$ cat src/rtl/cpu_dma_pkg.sv
// Shared types and constants for the cycle-stealing DMA sequencer.
package cpu_dma_pkg;

    typedef enum logic [2:0] {
        ST_IDLE,
        ST_HALT,
        ST_ALIGN,
        ST_READ,
        ST_WRITE
    } dma_state_t;

    localparam logic RW_READ  = 1'b1;
    localparam logic RW_WRITE = 1'b0;

    // Channel index width; a single channel still needs one bit.
    function automatic int idx_width(input int n);
        return (n > 1) ? $clog2(n) : 1;
    endfunction

endpackage

$ cat src/rtl/cpu_dma_prio_arb.sv
// Combinational fixed-priority arbiter: lowest set bit of i_pend wins.
module cpu_dma_prio_arb #(
    parameter int NUM_CH = 2,
    parameter int IDX_W  = 1
) (
    input  logic [NUM_CH-1:0] i_pend,
    output logic [NUM_CH-1:0] o_grant,
    output logic [IDX_W-1:0]  o_idx,
    output logic              o_any
);

    // w_lower[k] is set when any channel below k is pending.
    logic [NUM_CH-1:0] w_lower;

    assign w_lower[0] = 1'b0;

    genvar gi;
    generate
        for (gi = 1; gi < NUM_CH; gi++) begin : g_lower
            assign w_lower[gi] = w_lower[gi-1] | i_pend[gi-1];
        end
        for (gi = 0; gi < NUM_CH; gi++) begin : g_grant
            assign o_grant[gi] = i_pend[gi] & ~w_lower[gi];
        end
    endgenerate

    always_comb begin
        o_idx = '0;
        for (int i = NUM_CH - 1; i >= 0; i--) begin
            if (i_pend[i]) begin
                o_idx = IDX_W'(i);
            end
        end
    end

    assign o_any = |i_pend;

endmodule

$ cat src/rtl/cpu_dma_seq.sv
// Multi-channel DMA sequencer: halts the CPU, copies source byte blocks to a
// fixed destination port on get/put parity, and chains pending channels.
module cpu_dma_seq
    import cpu_dma_pkg::*;
#(
    parameter int NUM_CH = 2,
    parameter int ADDR_W = 16,
    parameter int LEN_W  = 8
) (
    input  logic                     DMA_phi2,
    input  logic                     DMA_RST,
    input  logic [NUM_CH-1:0]        DMA_req,
    input  logic [NUM_CH*ADDR_W-1:0] DMA_src,
    input  logic [NUM_CH*ADDR_W-1:0] DMA_dst,
    input  logic [NUM_CH*LEN_W-1:0]  DMA_len,
    input  logic                     CPU_rdy,
    input  logic [7:0]               DMA_din,
    output logic                     DMA_halt,
    output logic                     DMA_bus_en,
    output logic [ADDR_W-1:0]        DMA_addr,
    output logic                     DMA_rw,
    output logic [7:0]               DMA_dout,
    output logic [NUM_CH-1:0]        DMA_ack
);

    localparam int IDX_W = idx_width(NUM_CH);

    dma_state_t          r_state, w_state_next;
    logic                r_p;
    logic [NUM_CH-1:0]   r_pend;
    logic [NUM_CH-1:0]   r_sel, w_sel_next;
    logic [ADDR_W-1:0]   r_src_cur, w_src_next;
    logic [ADDR_W-1:0]   r_dst, w_dst_next;
    logic [LEN_W-1:0]    r_cnt, w_cnt_next;
    logic [7:0]          r_data, w_data_next;

    logic                w_last;
    logic [NUM_CH-1:0]   w_ack;
    logic [NUM_CH-1:0]   w_arb_pend;
    logic [NUM_CH-1:0]   w_grant;
    logic [IDX_W-1:0]    w_grant_idx;
    logic                w_any;
    logic [ADDR_W-1:0]   w_load_src;
    logic [ADDR_W-1:0]   w_load_dst;
    logic [LEN_W-1:0]    w_load_len;

    assign w_last = (r_state == ST_WRITE) && (r_cnt == LEN_W'(1));
    assign w_ack  = w_last ? r_sel : '0;

    // The finishing channel is masked so a chain point only sees other channels.
    assign w_arb_pend = r_pend & ~w_ack;

    cpu_dma_prio_arb #(
        .NUM_CH (NUM_CH),
        .IDX_W  (IDX_W)
    ) u_arb (
        .i_pend  (w_arb_pend),
        .o_grant (w_grant),
        .o_idx   (w_grant_idx),
        .o_any   (w_any)
    );

    assign w_load_src = DMA_src[w_grant_idx*ADDR_W +: ADDR_W];
    assign w_load_dst = DMA_dst[w_grant_idx*ADDR_W +: ADDR_W];
    assign w_load_len = DMA_len[w_grant_idx*LEN_W +: LEN_W];

    always_ff @(posedge DMA_phi2) begin
        if (DMA_RST) begin
            r_state   <= ST_IDLE;
            r_p       <= 1'b0;
            r_pend    <= '0;
            r_sel     <= '0;
            r_src_cur <= '0;
            r_dst     <= '0;
            r_cnt     <= '0;
            r_data    <= '0;
        end else begin
            r_state   <= w_state_next;
            r_p       <= ~r_p;
            r_pend    <= (r_pend & ~w_ack) | DMA_req;
            r_sel     <= w_sel_next;
            r_src_cur <= w_src_next;
            r_dst     <= w_dst_next;
            r_cnt     <= w_cnt_next;
            r_data    <= w_data_next;
        end
    end

    always_comb begin
        w_state_next = r_state;
        w_sel_next   = r_sel;
        w_src_next   = r_src_cur;
        w_dst_next   = r_dst;
        w_cnt_next   = r_cnt;
        w_data_next  = r_data;
        case (r_state)
            ST_IDLE: begin
                if (w_any) begin
                    w_state_next = ST_HALT;
                    w_sel_next   = w_grant;
                    w_src_next   = w_load_src;
                    w_dst_next   = w_load_dst;
                    w_cnt_next   = w_load_len;
                end
            end
            ST_HALT: begin
                // A read must land on p=0, so an even-parity grant burns one cycle.
                if (CPU_rdy) begin
                    w_state_next = r_p ? ST_READ : ST_ALIGN;
                end
            end
            ST_ALIGN: begin
                w_state_next = ST_READ;
            end
            ST_READ: begin
                w_data_next  = DMA_din;
                w_state_next = ST_WRITE;
            end
            ST_WRITE: begin
                w_src_next = r_src_cur + ADDR_W'(1);
                w_cnt_next = r_cnt - LEN_W'(1);
                if (!w_last) begin
                    w_state_next = ST_READ;
                end else if (w_any) begin
                    w_state_next = ST_READ;
                    w_sel_next   = w_grant;
                    w_src_next   = w_load_src;
                    w_dst_next   = w_load_dst;
                    w_cnt_next   = w_load_len;
                end else begin
                    w_state_next = ST_IDLE;
                    w_sel_next   = '0;
                end
            end
            default: begin
                w_state_next = ST_IDLE;
            end
        endcase
    end

    always_comb begin
        DMA_halt   = (r_state != ST_IDLE);
        DMA_bus_en = (r_state == ST_READ) || (r_state == ST_WRITE);
        DMA_addr   = '0;
        DMA_rw     = RW_READ;
        DMA_dout   = '0;
        if (r_state == ST_READ) begin
            DMA_addr = r_src_cur;
        end else if (r_state == ST_WRITE) begin
            DMA_addr = r_dst;
            DMA_rw   = RW_WRITE;
            DMA_dout = r_data;
        end
    end

    assign DMA_ack = w_ack;

endmodule

$ cat config.mk
export PLATFORM = sky130hd
export DESIGN_NAME = cpu_dma_seq
export DESIGN_NICKNAME = d
export VERILOG_FILES = /design/src/rtl/cpu_dma_pkg.sv /design/src/rtl/cpu_dma_prio_arb.sv /design/src/rtl/cpu_dma_seq.sv
export SDC_FILE = /design/constraint.sdc
export NUM_CORES = 1
export LEC_CHECK = 0
export CAP_MARGIN = 20
export CORE_ASPECT_RATIO = 0.6
export CORE_MARGIN = 2
export CORE_UTILIZATION = 49
export DETAILED_ROUTE_END_ITERATION = 8
export GPL_TIMING_DRIVEN = 1
export PLACE_DENSITY_LB_ADDON = 0.3
export SETUP_SLACK_MARGIN = 0.02
export SLEW_MARGIN = 5
export SYNTH_ARGS = -nofsm -noshare
export SYNTH_HDL_FRONTEND = slang
export SYNTH_SLANG_ARGS = --single-unit
$ cat constraint.sdc
create_clock -name DMA_phi2 -period 5.5 [get_ports DMA_phi2]
set_input_delay 0.55 -clock DMA_phi2 [delete_from_list [all_inputs] [get_ports DMA_phi2]]
set_output_delay 0.55 -clock DMA_phi2 [all_outputs]
set_load 0.01 [all_outputs]
==> impl_metrics.prom <==
# TYPE chip_impl_metric gauge
chip_impl_info{name="status",value="finished clean"} 1
chip_impl_metric{name="postCtsHoldBufs",unit=""} 0
chip_impl_info{name="grt_setup_unrepaired",value="false"} 1
chip_impl_metric{name="syn2layout_area_growth",unit="%"} 38.7
chip_impl_metric{name="top_level_pins",unit=""} 122
chip_impl_metric{name="route.antenna.remaining_nets",unit=""} 0
chip_impl_info{name="post-synth-top-area-cell",value="dfxtp_1"} 1
chip_impl_metric{name="cp_num_buf_inv",unit=""} 1
chip_impl_metric{name="drt_total_wl",unit="mm"} 10.7
chip_impl_metric{name="max-slew-margin-rel",unit=""} 0.366
chip_impl_metric{name="regArea",unit="µm²"} 1120
chip_impl_metric{name="dpl.cell_count",unit=""} 614
chip_impl_metric{name="seq_area_frac_synth",unit=""} 0.328
chip_impl_metric{name="postCtsSetupRepairBufs",unit=""} 0
chip_impl_info{name="clock_tree_from_tritoncts",value="done"} 1
chip_impl_metric{name="post_layout_nonfiller_instances",unit=""} 624
chip_impl_metric{name="max_cap_viol_count",unit=""} 0
chip_impl_info{name="synthTopCellsByArea",value="dfxtp_1, nand2_1, a311oi_1, o21ai_0, nor2_1"} 1
chip_impl_metric{name="grt_use_total",unit=""} 0.267
chip_impl_metric{name="start_util",unit=""} 0.510
chip_impl_metric{name="power.internal",unit="mW"} 0.959
chip_impl_metric{name="detailed_place_hpwl",unit="mm"} 7.53
chip_impl_metric{name="fin_hold_ws",unit="ns"} 0.423
chip_impl_metric{name="route.detailed.wl_per_inst",unit="µm"} 17.1
chip_impl_metric{name="pwr-share-seq",unit=""} 0.397
chip_impl_info{name="worst_setup_path_end_kind",value="flop"} 1
chip_impl_metric{name="drt-vias-per-instance",unit=""} 5.98
chip_impl_metric{name="design.final.nets",unit=""} 632
chip_impl_metric{name="drc_errors",unit=""} 0
chip_impl_metric{name="totalNegativeSetupSlack",unit="ns"} 0
chip_impl_metric{name="n_fill_cell",unit=""} 580
chip_impl_metric{name="vdd_drop_max",unit="mV"} 0.173
chip_impl_metric{name="critPathMaxStageDelay",unit="ns"} 0.59
chip_impl_metric{name="timing.final.hold_violations",unit=""} 0
chip_impl_metric{name="number_of_distinct_library_cells_after_synthesis",unit=""} 61
chip_impl_info{name="grt-busiest-layer",value="met2"} 1
chip_impl_metric{name="cts_repair_resize_count",unit=""} 0
chip_impl_metric{name="cts.sinks",unit=""} 56
chip_impl_metric{name="multiInputGateArea",unit="µm²"} 2040
chip_impl_metric{name="n_antenna_cell",unit=""} 0
chip_impl_metric{name="first_global_vias",unit=""} 3381
chip_impl_metric{name="timing.final.max_slew_violations",unit=""} 0
chip_impl_metric{name="die_w",unit="µm"} 112
chip_impl_metric{name="share_of_the_clock_period_used_by_the_worst_path_after_layout",unit=""} 0.557
chip_impl_metric{name="maximum_root_to_sink_buffer_count",unit=""} 2
chip_impl_metric{name="worst_ep_required_time",unit="ns"} 5.66
chip_impl_metric{name="post_route_cells_drive_above_1_share",unit=""} 0.0615
chip_impl_metric{name="drt_iter0_markers",unit=""} 410
chip_impl_info{name="synth_flop_cell",value="dfxtp_1"} 1
chip_impl_metric{name="clk_pin_slew",unit="ns"} 0.07
chip_impl_metric{name="critical_path_peak_fanout",unit=""} 30
chip_impl_metric{name="post-layout-total-power",unit="mW"} 1.55
chip_impl_metric{name="endpoint_arrival_time_on_the_critical_path",unit="ns"} 3.23
chip_impl_metric{name="pwr_density_cell",unit="nW/µm²"} 328
chip_impl_info{name="worstHoldPathType",value="reg2reg"} 1
chip_impl_metric{name="switching_share",unit=""} 0.383
chip_impl_info{name="yosys.cell_count.top_type",value="nand2_1"} 1
chip_impl_info{name="yosys-top-cells-count",value="nand2_1, dfxtp_1, nor2_1, o21ai_0, a21oi_1"} 1
chip_impl_metric{name="post_synth.cell_area_avg",unit="µm²"} 7.77
chip_impl_metric{name="syn-num-nets",unit=""} 536
chip_impl_metric{name="die-area",unit="µm²"} 7690
chip_impl_metric{name="detailroute.via_count",unit=""} 3730
chip_impl_metric{name="grt_max_degree",unit=""} 46
chip_impl_metric{name="clock.fmax",unit="GHz"} 0.326
chip_impl_metric{name="number_of_antenna_violations_at_the_first_check_in_global_routing",unit=""} 0
chip_impl_info{name="master_of_the_slowest_instance_on_the_critical_path",value="nor2_4"} 1
chip_impl_info{name="cts-root-buf",value="clkbuf_16"} 1
chip_impl_metric{name="gp_congestion",unit=""} 0.856
chip_impl_metric{name="synth_enable_flop_cells",unit=""} 0
chip_impl_metric{name="die_h",unit="µm"} 68.7
chip_impl_metric{name="buffer_ports.inserted",unit=""} 121
chip_impl_metric{name="post-route-min-period",unit="ns"} 3.06
chip_impl_info{name="cp_cell_sequence",value="ha_1 -> nor3b_1 -> a41oi_1 -> clkbuf_4 -> nor2_4 -> nor3_1 -> o32ai_1"} 1
chip_impl_info{name="start_kind",value="flop"} 1
chip_impl_metric{name="grt_use_met1",unit=""} 0.373
chip_impl_metric{name="grt_first_pass_wirelength",unit="mm"} 16.6
chip_impl_metric{name="fin_skew",unit="ns"} 0.0105
chip_impl_metric{name="grt_util_met2",unit=""} 0.442
chip_impl_info{name="worst_path_dominant_cell_family",value="simple AND/OR/NAND/NOR gates"} 1
chip_impl_metric{name="power_frac_clock",unit=""} 0.209
chip_impl_info{name="timing_worst_setup_path_type",value="reg2reg"} 1
chip_impl_metric{name="worst-slew-pin-transition",unit="ns"} 0.951
chip_impl_metric{name="setup_viol",unit=""} 0
chip_impl_metric{name="power_frac_comb",unit=""} 0.394
chip_impl_metric{name="p_sw",unit="mW"} 0.596
chip_impl_metric{name="std_cell_rows",unit=""} 23
chip_impl_metric{name="worstSkewPairLatency",unit="ns"} 0.30
chip_impl_metric{name="grt_remaining_overflow",unit=""} 0
chip_impl_metric{name="synthArstFlopShare",unit=""} 0
chip_impl_metric{name="yosys.area.top_type_share",unit=""} 0.328
chip_impl_metric{name="post_synth_inst_count",unit=""} 440
chip_impl_metric{name="initial_drt_pass_iterations",unit=""} 5
chip_impl_metric{name="total_leakage_power",unit="nW"} 1.76
chip_impl_metric{name="synth.ff_latch_count",unit=""} 56
chip_impl_metric{name="global_route.usage.met3",unit=""} 0.0498
chip_impl_metric{name="ys_warn_count",unit=""} 0
chip_impl_metric{name="layout.core_utilization",unit=""} 0.708
chip_impl_metric{name="cts_max_level",unit=""} 2
chip_impl_metric{name="design.core.area",unit="µm²"} 6710
chip_impl_metric{name="syn-cell-area",unit="µm²"} 3420
chip_impl_metric{name="cts-buffers-inserted",unit=""} 5
==> cell usage in the layout, fill, tap and decap left out, types with 4 or more instances in the layout <==
master / instances
nor3_1: 11
clkdlybuf4s50_1: 120
or3_1: 4
or4_1: 4
dfxtp_1: 56
a22o_1: 12
o21a_1: 6
a31oi_1: 10
nor4_1: 4
o22ai_1: 4
a311oi_1: 15
or2_2: 4
o32ai_1: 5
nand3_1: 10
a211oi_1: 6
mux2i_1: 10
clkbuf_16: 5
a21oi_1: 20
o21ai_0: 26
inv_1: 14
nor2_1: 33
and3_1: 4
nor2b_1: 5
and2_1: 11
buf_4: 4
nand2_1: 76
==> through the flow <==
step	instance area, µm²	setup WS (ns)
floorplan	3420	3.23
global placement	4560	2.43
detailed placement	4560	2.30
CTS	4710	2.29
global route	4750	2.21
finish	4750	2.44
==> power by group through the flow <==
stage          combinational (mW)  clock, mW  sequential, mW
2_1_floorplan               0.430          0           0.579
5_1_grt                     0.666      0.346           0.631
3_3_place_gp                0.557          0           0.615
3_5_place_dp                0.579          0           0.621
4_1_cts                     0.584      0.324           0.613
6_report                    0.612      0.325           0.617
==> layout make-up <==
class / count / area share
Tap cell: 87 / 0.0229
Clock buffer: 5 / 0.0264
Timing Repair Buffer: 127 / 0.268
Clock inverter: 3 / 0.00501
Multi-Input combinational cell: 332 / 0.431
Sequential cell: 56 / 0.236
Inverter: 14 / 0.0111
==> cell families (layout without fill, tap and decap cells) <==
| family | count (synthesis) | after routing | synth area share |
|---|---|---|---|
| AND/OR/NAND/NOR | 179 | 179 | 0.253 |
| flip-flops | 56 | 56 | 0.328 |
| XOR/XNOR | 3 | 3 | 0.00768 |
| multiplexers | 10 | 10 | 0.0293 |
| adder cells (fa/ha/maj) | 3 | 3 | 0.0110 |
| AO/OA/AOI/OAI | 137 | 137 | 0.295 |
| buffers and inverters | 52 | 149 | 0.0768 |
==> state kept, by name (all words and copies together), names as in the netlist <==
signal / count
r_cnt: 8
r_data: 8
r_dst: 16
r_p: 1
r_pend: 2
r_sel: 2
r_src_cur: 16
r_state: 3
==> layer usage <==
layer,up-vias,share of wire
li1,1802,-
met5,-,0
met4,0,0.0095
met2,177,0.46
met1,1738,0.45
met3,13,0.084
==> path summary, 6_finish.rpt <==
path              depth (start not counted)  slack, ns        to      from
setup / recovery                          7       2.44  r_cnt[3]  r_cnt[0]
hold / removal                            1       0.42       r_p       r_p
setup reg to reg                          7       2.44  r_cnt[3]  r_cnt[0]
hold reg to reg                           1       0.42       r_p       r_p
Note: power is estimated with default switching activity, not from simulation.
